--- src/rtl/hl_result_display.sv ---
// Decodes the game's 4-bit result code to 7-segment drive and tracks the pass streak, best streak and round count.
// Latency: 1 clk from value to seg. Backpressure: none; this block is a free-running sink that samples value every cycle.
module hl_result_display #(
    parameter int BLINK_TICKS = 5_000_000,
    parameter int BLINK_W     = 23,
    parameter int MAX_STREAK  = 9
) (
    input  logic       clk,
    input  logic       reset,
    input  logic [3:0] value,
    output logic [6:0] seg,
    output logic       dp,
    output logic [3:0] streak,
    output logic [3:0] best,
    output logic [7:0] rounds
);

    localparam logic [3:0]         CODE_PASS  = 4'd10;
    localparam logic [3:0]         CODE_FAIL  = 4'd11;
    localparam logic [3:0]         STREAK_MAX = 4'(MAX_STREAK);
    localparam logic [BLINK_W-1:0] BLINK_LAST = BLINK_W'(BLINK_TICKS - 1);

    typedef enum logic {
        BLINK_OFF = 1'b0,
        BLINK_ON  = 1'b1
    } blink_state_t;

    logic [3:0]         value_q, value_d;
    logic [3:0]         streak_q, streak_d;
    logic [3:0]         best_q, best_d;
    logic [7:0]         rounds_q, rounds_d;
    logic [BLINK_W-1:0] blink_cnt_q, blink_cnt_d;
    blink_state_t       blink_state_q, blink_state_d;

    logic       held_result;
    logic       pass_evt;
    logic       fail_evt;
    logic [3:0] streak_inc;
    logic [7:0] rounds_inc;

    always_ff @(posedge clk) begin
        if (reset) begin
            value_q       <= 4'd0;
            streak_q      <= 4'd0;
            best_q        <= 4'd0;
            rounds_q      <= 8'd0;
            blink_cnt_q   <= '0;
            blink_state_q <= BLINK_ON;
        end else begin
            value_q       <= value_d;
            streak_q      <= streak_d;
            best_q        <= best_d;
            rounds_q      <= rounds_d;
            blink_cnt_q   <= blink_cnt_d;
            blink_state_q <= blink_state_d;
        end
    end

    // A result only counts on entry from a non-result code, so a held or swapped 10/11 is scored once.
    always_comb begin
        held_result = (value_q == CODE_PASS) || (value_q == CODE_FAIL);
        pass_evt    = (value == CODE_PASS) && !held_result;
        fail_evt    = (value == CODE_FAIL) && !held_result;
        streak_inc  = (streak_q == STREAK_MAX) ? STREAK_MAX : streak_q + 4'd1;
        rounds_inc  = (rounds_q == 8'hFF) ? 8'hFF : rounds_q + 8'd1;

        value_d  = value;
        streak_d = streak_q;
        best_d   = best_q;
        rounds_d = rounds_q;
        if (pass_evt) begin
            streak_d = streak_inc;
            best_d   = (streak_inc > best_q) ? streak_inc : best_q;
            rounds_d = rounds_inc;
        end else if (fail_evt) begin
            streak_d = 4'd0;
            rounds_d = rounds_inc;
        end
    end

    always_comb begin
        blink_cnt_d   = blink_cnt_q;
        blink_state_d = blink_state_q;
        if ((value_q != CODE_FAIL) || fail_evt) begin
            blink_cnt_d   = '0;
            blink_state_d = BLINK_ON;
        end else if (blink_cnt_q == BLINK_LAST) begin
            blink_cnt_d   = '0;
            blink_state_d = (blink_state_q == BLINK_ON) ? BLINK_OFF : BLINK_ON;
        end else begin
            blink_cnt_d = blink_cnt_q + BLINK_W'(1);
        end
    end

    always_comb begin
        seg = 7'h00;
        case (value_q)
            4'd0:  seg = 7'h3F;
            4'd1:  seg = 7'h06;
            4'd2:  seg = 7'h5B;
            4'd3:  seg = 7'h4F;
            4'd4:  seg = 7'h66;
            4'd5:  seg = 7'h6D;
            4'd6:  seg = 7'h7D;
            4'd7:  seg = 7'h07;
            4'd8:  seg = 7'h7F;
            4'd9:  seg = 7'h6F;
            4'd10: seg = 7'h73;
            4'd11: seg = (blink_state_q == BLINK_ON) ? 7'h71 : 7'h00;
            default: seg = 7'h00;
        endcase
    end

    assign dp     = (streak_q == best_q) && (best_q != 4'd0);
    assign streak = streak_q;
    assign best   = best_q;
    assign rounds = rounds_q;

endmodule

--- config.mk ---
export PLATFORM = sky130hd
export DESIGN_NAME = hl_result_display
export DESIGN_NICKNAME = d
export VERILOG_FILES = /design/src/rtl/hl_result_display.sv
export SDC_FILE = /design/constraint.sdc
export NUM_CORES = 1
export LEC_CHECK = 0
export CAP_MARGIN = 15
export CORE_AREA = 2 2 73 75
export DETAILED_ROUTE_END_ITERATION = 16
export DIE_AREA = 0 0 75 77
export GPL_ROUTABILITY_DRIVEN = 1
export PLACE_DENSITY = 0.85
export SYNTH_ARGS = -nofsm -noshare
export SYNTH_HDL_FRONTEND = slang
export SYNTH_SLANG_ARGS = --single-unit
--- constraint.sdc ---
create_clock -name clk -period 1.9 [get_ports clk]
set_clock_uncertainty 0.1 [all_clocks]
set_input_delay 0.38 -clock clk [delete_from_list [all_inputs] [get_ports clk]]
set_output_delay 0.38 -clock clk [all_outputs]
set_load 0.02 [all_outputs]
==> results of run 1 <==
[cells by family (layout without fill, tap and decap cells)]
family / count (synthesis) / count (layout) / synth area share
fa+ha+maj: 6 / 6 / 0.0312
flops: 44 / 44 / 0.366
simple gates: 125 / 125 / 0.319
compound gates: 61 / 61 / 0.177
buf+inv: 19 / 103 / 0.0380
xor+xnor: 19 / 19 / 0.0692
[flip-flops by register name, indices dropped and copies added, names as in the netlist]
name	cells
best	4
blink_cnt_q	23
blink_state_q	1
rounds	8
streak	4
value_q	4
[power by group through the flow]
stage | clock network, mW | registers (mW) | logic (mW)
4_1_cts | 0.949 | 0.938 | 0.198
5_1_grt | 0.997 | 0.939 | 0.226
2_1_floorplan | 0 | 0.961 | 0.0872
3_3_place_gp | 0 | 0.958 | 0.188
6_report | 0.945 | 0.938 | 0.215
3_5_place_dp | 0 | 0.959 | 0.194
[path summary, 6_finish.rpt]
| kind | from | endpoint | depth (start not counted) |
|---|---|---|---|
| max | streak[1] | best[3] | 8 |
| min | blink_cnt_q[22] | blink_cnt_q[22] | 2 |
| max reg2reg | streak[1] | best[3] | 8 |
| min reg2reg | blink_cnt_q[22] | blink_cnt_q[22] | 2 |
[synthesized netlist by cell type (2+ instances only)]
master | count | area share
clkbuf_1 | 7 | 0.011
xnor2_1 | 8 | 0.029
nor2_1 | 5 | 0.0078
nor2b_1 | 6 | 0.016
and4b_1 | 3 | 0.012
o21bai_1 | 3 | 0.0094
dfxtp_1 | 44 | 0.37
buf_6 | 2 | 0.0094
nor4_1 | 5 | 0.013
o21ai_0 | 4 | 0.0083
a21o_1 | 3 | 0.0094
nor2_2 | 13 | 0.034
a21oi_2 | 7 | 0.025
xor2_1 | 11 | 0.040
and4_1 | 2 | 0.0073
nand3_1 | 15 | 0.031
nand4_1 | 5 | 0.013
ha_1 | 6 | 0.031
nand3b_1 | 5 | 0.016
or3_1 | 5 | 0.013
nand2_1 | 20 | 0.031
or4b_1 | 3 | 0.012
inv_1 | 8 | 0.012
nand2b_1 | 5 | 0.013
nor4b_1 | 2 | 0.0073
and3_1 | 7 | 0.018
or4_1 | 10 | 0.031
a21oi_1 | 15 | 0.031
a31oi_1 | 4 | 0.010
o21ai_1 | 2 | 0.0042
o31ai_1 | 12 | 0.037
and3b_1 | 2 | 0.0073
nor3_1 | 7 | 0.015
a211oi_1 | 3 | 0.0094
[placed cells by master, fill, tap and decap left out, types with 10 or more instances in the layout]
cell             synthesis  routed
a21oi_1                 15      11
a21oi_2                  7      11
buf_4                    1      55
clkdlybuf4s50_1          0      13
dfxtp_1                 44      34
nand2_1                 20      19
nand3_1                 15      12
nor2_2                  13      14
o31ai_1                 12      11
or4_1                   10      10
xor2_1                  11      10
[per-stage QoR]
step | util | TNS [ps] | worst slack, ps
after floorplan | - | -249 | -94.1
after global placement | 0.643 | -1150 | -129
after detailed placement | 0.643 | -2470 | -205
after CTS | 0.692 | -1500 | -132
after global routing | 0.717 | -3760 | -309
final | 0.717 | -2790 | -265
[critical path, cell delays in order, from the launching register on]
cell,delay (ps)
dfxtp_4,430
nand2_4,70
xor2_2,180
inv_2,80
ha_4,300
and4b_1,250
a211oi_4,70
or4b_1,540
o31ai_2,80
[area by class of cell]
class                      count  area share
clock buffer                   6      0.0263
clock inverter                 2      0.0168
inverter                       8     0.00842
multi-input combinational    211       0.458
sequential                    44       0.256
tap                           70      0.0246
timing repair buffer          87       0.210
[timing repair]
action | 4_1_cts | 5_1_grt
setup endpoints to repair | 38 | 40
setup buffers | 2 | 6
gates resized for setup | 60 | 28
pin swaps | 6 | 10
endpoints found under the hold margin | 0 | 0
[layer usage]
layer | vias to the layer above | global-route usage | routed length [µm]
li1 | 1195 | - | -
met1 | 1203 | 0.294 | 2890
met2 | 86 | 0.415 | 3840
met3 | 21 | 0.0526 | 339
met4 | 0 | 0.125 | 269
met5 | - | 0 | 0
==> flow_summary.ini, run 1 <==
[setup_path]
start_kind = flop
crit_arrival_ps = 2300
end_kind = flop
ff2ff_setup_slack_ps = -270
crit_type = flop to flop
critPathRequiredTime_ps = 2030
worstPathMaxFanout = 7

[pwr]
sw_frac_of_total = 0.221
power.density_mw_per_mm2 = 588
pwr-share-clk = 0.450
pwr-share-comb = 0.102
p_leak_nw = 1.40
p_int_mw = 1.63
power_switching_mw = 0.464
ir_worst_vdd_mv = 0.384
total_power_mw = 2.10
seqPwrFrac = 0.447

[sta]
worst_slew_pin_slew_ps = 531
rsz0062_at_grt = yes
slew_headroom = 0.645
fin_crit_sh = 1.14
worst_slack_ps = -265
hold_violations = 0
setup_viol = 32
finalMaxSlewViolations = 0
fmax_mhz = 462
hold_slack_ps = 406
period_needed_ps = 2170

[synthesis]
synth_edf_count = 0
synth-seq-cells = 44
syn_inst = 274
syn_nets = 286
yosysSeqAreaShare = 0.366
synth_ff_type = dfxtp_1
yosysWarnings = 0
synthArstFlopShare = 0
synth_cell_type_count = 49
synth_area_mm2 = 0.00241
syn-mean-instance-area_um2 = 8.78

[grt]
gr-total-overflow = 0
grt_first_pass_wirelength_um = 11300
grt_max_degree = 24
antenna_found_initial = 0
global_route.usage.total = 0.249
grt_pass1_vias = 2486

[status]
status = finished, violations left
violations = setup timing

[detailed_routing]
via_per_inst = 5.85
drt_iter0_markers = 200
avgRoutedWirePerCell_um = 17.1
post-route-drc-count = 0
drt_pass1_iterations = 4
wirelength_um = 7340
postRouteAntennaNets = 0
vias = 2505

[floorplan]
die_w_um = 75
coreArea_mm2 = 0.00498
die-area_mm2 = 0.00578
initial_core_util = 0.483
die_y_um = 77
rows = 26
ios = 30

[cts]
path_clk_slew_ps = 90
clkLatencyLatePin_ps = 310
cts_buffers = 5
clock-root-buffer = clkbuf_8
holdBufCountCts = 0
cts.path.max_buffers = 2
cts.sinks = 44
h-tree-depth = 2
cts_tree = done

[run]
cap_violations = 0

[final_layout]
finalNetCount = 369
stdcell_area_mm2 = 0.00357
seq_area_um2 = 913
multiInputGateArea_mm2 = 0.00163
instances_no_fill = 428
synthToLayoutAreaGrowth_pct = 48.3
drive_gt1_frac = 0.383
diodes = 0
fillCellCount = 349

[worst_hold_path]
hp-class = flop to flop

[place]
placed_cell_area_mm2 = 0.00320
hpwl_um = 4430
placed_cells = 412
portBuffers = 29
gp_congestion = 0.807
Note: power is estimated with default switching activity, not from simulation.
==> run 2: changes to the inputs <==
--- a/config.mk
+++ b/config.mk
@@ -6,11 +6,11 @@
 export NUM_CORES = 1
 export LEC_CHECK = 0
 export CAP_MARGIN = 15
-export CORE_AREA = 2 2 73 75
+export CORE_AREA = 2 2 70 72
 export DETAILED_ROUTE_END_ITERATION = 16
-export DIE_AREA = 0 0 75 77
+export DIE_AREA = 0 0 72 74
 export GPL_ROUTABILITY_DRIVEN = 1
-export PLACE_DENSITY = 0.85
+export PLACE_DENSITY = 0.87
 export SYNTH_ARGS = -nofsm -noshare
 export SYNTH_HDL_FRONTEND = slang
 export SYNTH_SLANG_ARGS = --single-unit
==> constraint.sdc (replaced) <==
create_clock -name clk -period 2 [get_ports clk]
set_clock_uncertainty 0.1 [all_clocks]
set_input_delay 0.4 -clock clk [delete_from_list [all_inputs] [get_ports clk]]
set_output_delay 0.4 -clock clk [all_outputs]
set_load 0.02 [all_outputs]
==> flow_summary.ini, run 2 (same netlist as run 1, synthesis figures left out) <==
[setup_path]
start_kind = flop
crit_chain = nand2b_1 -> o21ai_2 -> ha_1 -> a41oi_2 -> nand3_2 -> or4b_1 -> o31ai_1
critPathRequiredTime_ps = 2110
worst_path_largest_cell_delay_ps = 520
worstPathMaxFanout = 6
crit_arrival_ps = 2270
crit_family = simple AND/OR/NAND/NOR gates
end_kind = flop
crit_type = flop to flop
path_buf_inv = 0
crit_slowest_cell = or4b_1

[sta]
hold_violations = 0
setup_viol = 4
fin_crit_sh = 1.08
worst_slew_pin_slew_ps = 416
fmax_mhz = 464
period_needed_ps = 2150
rsz0062_at_grt = yes
slew_headroom = 0.722
tns_ps = -453
worst_slack_ps = -155
finalMaxSlewViolations = 0

[pwr]
p_leak_nw = 1.19
power.density_mw_per_mm2 = 499
total_power_mw = 1.63
ir_worst_vdd_mv = 0.351

[final_layout]
largest_register_ffs = 23
final_cell_mix = buf_4 (40), dfxtp_1 (34), clkdlybuf4s50_1 (20), nand2_1 (19)
diodes = 0
drive_gt1_frac = 0.315
top_register = blink_cnt_q
finish.utilization = 0.712
finalNetCount = 354
layout_commonest_cell = buf_4
fillCellCount = 327
synthToLayoutAreaGrowth_pct = 36.0

[cts]
cts.path.max_buffers = 2
path_clk_slew_ps = 80
h-tree-depth = 2
cts_tree = done
cts_buffers = 5
cts.sinks = 44
clock-root-buffer = clkbuf_8
clkLatencyLatePin_ps = 300

[floorplan]
die-area_mm2 = 0.00533
initial_core_util = 0.523
die_y_um = 74
die_w_um = 72
rows = 25
coreArea_mm2 = 0.00460
ios = 30

[status]
status = finished, violations left
violations = setup timing

[grt]
grt_pass1_vias = 2238
global_route.usage.total = 0.242
gr-total-overflow = 0
grt_max_degree = 21
grt_first_pass_wirelength_um = 10100
antenna_found_initial = 0

[run]
cap_violations = 0

[place]
dpl_worst_slack_ps = -134
gp_congestion = 0.843
hpwl_um = 4200
portBuffers = 29

[detailed_routing]
drt_pass1_iterations = 4
postRouteAntennaNets = 0
wirelength_um = 6540
via_per_inst = 6.01
drt_iter0_markers = 100
post-route-drc-count = 0
vias = 2387
avgRoutedWirePerCell_um = 16.5

[worst_hold_path]
hp-class = flop to flop
[run 2: per-layer routing]
layer  global-route usage  part of all wire  vias up
met4                0.132             0.049        0
met3               0.0610             0.044       34
met5                    0                 0        -
li1                     -                 -     1157
met2                0.424              0.50       74
met1                0.273              0.40     1122
[run 2: cell type report]
type                       instances  area (µm²)  share of cell area
tap                               54        67.6              0.0207
timing repair buffer              72         604               0.185
inverter                           8        30.0             0.00918
clock buffer                       8        90.1              0.0275
sequential                        44         906               0.277
multi-input combinational        211        1570               0.481
[run 2: path summary, 6_finish.rpt]
path / from / to / slack [ps] / depth (start not counted)
min: blink_cnt_q[13] / blink_cnt_q[13] / 380 / 2
max: streak[1] / best[3] / -150 / 7
max reg2reg: streak[1] / best[3] / -150 / 7
min reg2reg: blink_cnt_q[13] / blink_cnt_q[13] / 380 / 2
[run 2: tightest hold or removal path, delay by kind of cell, from the launching register on]
family | cells | cell delay, ps
compound gates | 2 | 110
flops | 1 | 330
[run 2: stage by stage]
| step | cells | hold WS, ps | cell area [µm²] |
|---|---|---|---|
| 5_1_grt | 397 | 401 | 3270 |
| 6_report | 397 | 378 | 3270 |
| 2_1_floorplan | 274 | 346 | 2460 |
| 4_1_cts | 395 | 387 | 3220 |
| 3_5_place_dp | 383 | 372 | 3050 |
| 3_3_place_gp | 383 | 372 | 3050 |
[run 2: power breakdown]
| group | internal, mW | switching [mW] |
|---|---|---|
| clock | 0.282 | 0.288 |
| combinational | 0.0825 | 0.0889 |
| sequential | 0.879 | 0.0142 |
| total | 1.24 | 0.391 |
[run 2: repair_timing]
item / in CTS / in global routing
buffers inserted: 4 / 2
hold buffers: 0 / 0
gates resized for setup: 32 / 21
pin swaps: 7 / 4
endpoints found under the setup margin: 12 / 16
==> run 3: changes to the inputs <==
--- a/config.mk
+++ b/config.mk
@@ -11,6 +11,8 @@
 export DIE_AREA = 0 0 72 74
 export GPL_ROUTABILITY_DRIVEN = 1
 export PLACE_DENSITY = 0.87
+export SLEW_MARGIN = 20
 export SYNTH_ARGS = -nofsm -noshare
 export SYNTH_HDL_FRONTEND = slang
 export SYNTH_SLANG_ARGS = --single-unit
+export TNS_END_PERCENT = 50
==> flow_summary.ini, run 3 (same netlist as run 1, synthesis figures left out) <==
[floorplan]
coreArea_mm2 = 0.00460
die_w_um = 72
die-area_mm2 = 0.00533
initial_core_util = 0.523
rows = 25
ios = 30
die_y_um = 74

[worst_hold_path]
hold_depth = 2
min_from = blink_cnt_q[13]
hold_end = blink_cnt_q[13]
hp-class = flop to flop

[cts]
holdBufCountCts = 0
cts_tree = done
path_clk_slew_ps = 90
cts_buffers = 5
h-tree-depth = 2
clock-root-buffer = clkbuf_8
clkLatencyLatePin_ps = 310
cts.path.max_buffers = 2
cts.sinks = 44

[pwr]
power.density_mw_per_mm2 = 506
pwr-share-comb = 0.103
total_power_mw = 1.64
pwr-share-clk = 0.353
p_int_mw = 1.24
p_leak_nw = 1.14
seqPwrFrac = 0.544
power_switching_mw = 0.398
ir_worst_vdd_mv = 0.351
sw_frac_of_total = 0.243

[final_layout]
instances_no_fill = 393
final_cell_mix = buf_4 (37), dfxtp_1 (34), clkdlybuf4s50_1 (21), nand2_1 (19), a21oi_1 (14)
synthToLayoutAreaGrowth_pct = 34.7
finalNetCount = 350
diodes = 0
top_register = blink_cnt_q
largest_register_ffs = 23
drive_gt1_frac = 0.310
layout_commonest_cell = buf_4

[setup_path]
critPathRequiredTime_ps = 2120
r2r_cells = 7
end_kind = flop
crit_arrival_ps = 2410
worstPathMaxFanout = 6
worst_path_largest_cell_delay_ps = 400
start_kind = flop
r2r_start = streak[1]
cp-startpoint = streak[1]
crit_type = flop to flop
reg2reg_to = best[2]
crit_slowest_cell = a211oi_2
ff2ff_setup_slack_ps = -280
crit_chain = nand2b_1 -> o21ai_2 -> ha_4 -> and4b_1 -> a211oi_2 -> nor2_1 -> o31ai_1

[sta]
setup_viol = 4
finalMaxSlewViolations = 0
fmax_mhz = 438
period_needed_ps = 2280
fin_crit_sh = 1.14
worst_slew_pin_slew_ps = 414
hold_violations = 0
slew_headroom = 0.723
worst_slack_ps = -284
tns_ps = -978
rsz0062_at_grt = yes

[grt]
grt_first_pass_wirelength_um = 9410
grt_pass1_vias = 2139
antenna_found_initial = 0
grt_max_degree = 21
gr-total-overflow = 0
global_route.usage.total = 0.224

[detailed_routing]
post-route-drc-count = 0
postRouteAntennaNets = 0
drt_iter0_markers = 152
avgRoutedWirePerCell_um = 16.4
wirelength_um = 6430
drt_pass1_iterations = 4
vias = 2366
via_per_inst = 6.02

[status]
violations = setup timing
status = finished, violations left

[place]
placed_cells = 383
gp_congestion = 0.843
dpl_worst_slack_ps = -134
portBuffers = 29
hpwl_um = 4200

[run]
cap_violations = 0
-- run 3: layout make-up --
cell class                      instances  area (µm²)
Sequential cell                        44         906
Tap cell                               54        67.6
Timing Repair Buffer                   68         577
Multi-Input combinational cell        211        1570
Fill cell                             332        1360
Clock buffer                            8        90.1
Inverter                                8        30.0
-- run 3: what timing repair did --
item,CTS,global route
buffers inserted,0,2
endpoints found under the setup margin,12,16
pin swaps,3,3
resized for setup,26,23
-- run 3: per-layer routing --
metal / track usage / up-vias / part of all wire
met5: 0 / - / 0
met4: 0.105 / 0 / 0.042
met3: 0.0515 / 24 / 0.039
met2: 0.388 / 61 / 0.51
met1: 0.266 / 1130 / 0.41
li1: - / 1151 / -
-- run 3: worst max-delay path by stage --
stage               slack [ps]      end  cells after the start
finish                    -280  best[2]                      7
global route              -360  best[2]                      7
CTS                       -100  best[1]                      8
detailed placement        -130  best[1]                      8
global placement           -60   seg[3]                      5
floorplan                    5  best[3]                      7
-- run 3: power by group through the flow --
stage	Clock (mW)	Combinational, mW	Sequential [mW]
5_1_grt	0.635	0.178	0.894
2_1_floorplan	0	0.0819	0.912
6_report	0.579	0.168	0.893
3_3_place_gp	0	0.168	0.910
4_1_cts	0.586	0.162	0.891
3_5_place_dp	0	0.171	0.911
-- run 3: through the flow --
stage	util	hold slack [ps]	cell area (µm²)
3_5_place_dp	0.663	372	3050
3_3_place_gp	0.663	372	3050
6_report	0.705	379	3240
2_1_floorplan	-	346	2460
5_1_grt	0.705	401	3240
4_1_cts	0.685	387	3150
-- run 3: critical path, delay by kind of cell (launching register included) --
family | cells | cell delay, ps
compound gates | 3 | 880
fa+ha+maj | 1 | 250
simple gates | 3 | 580
flops | 1 | 380
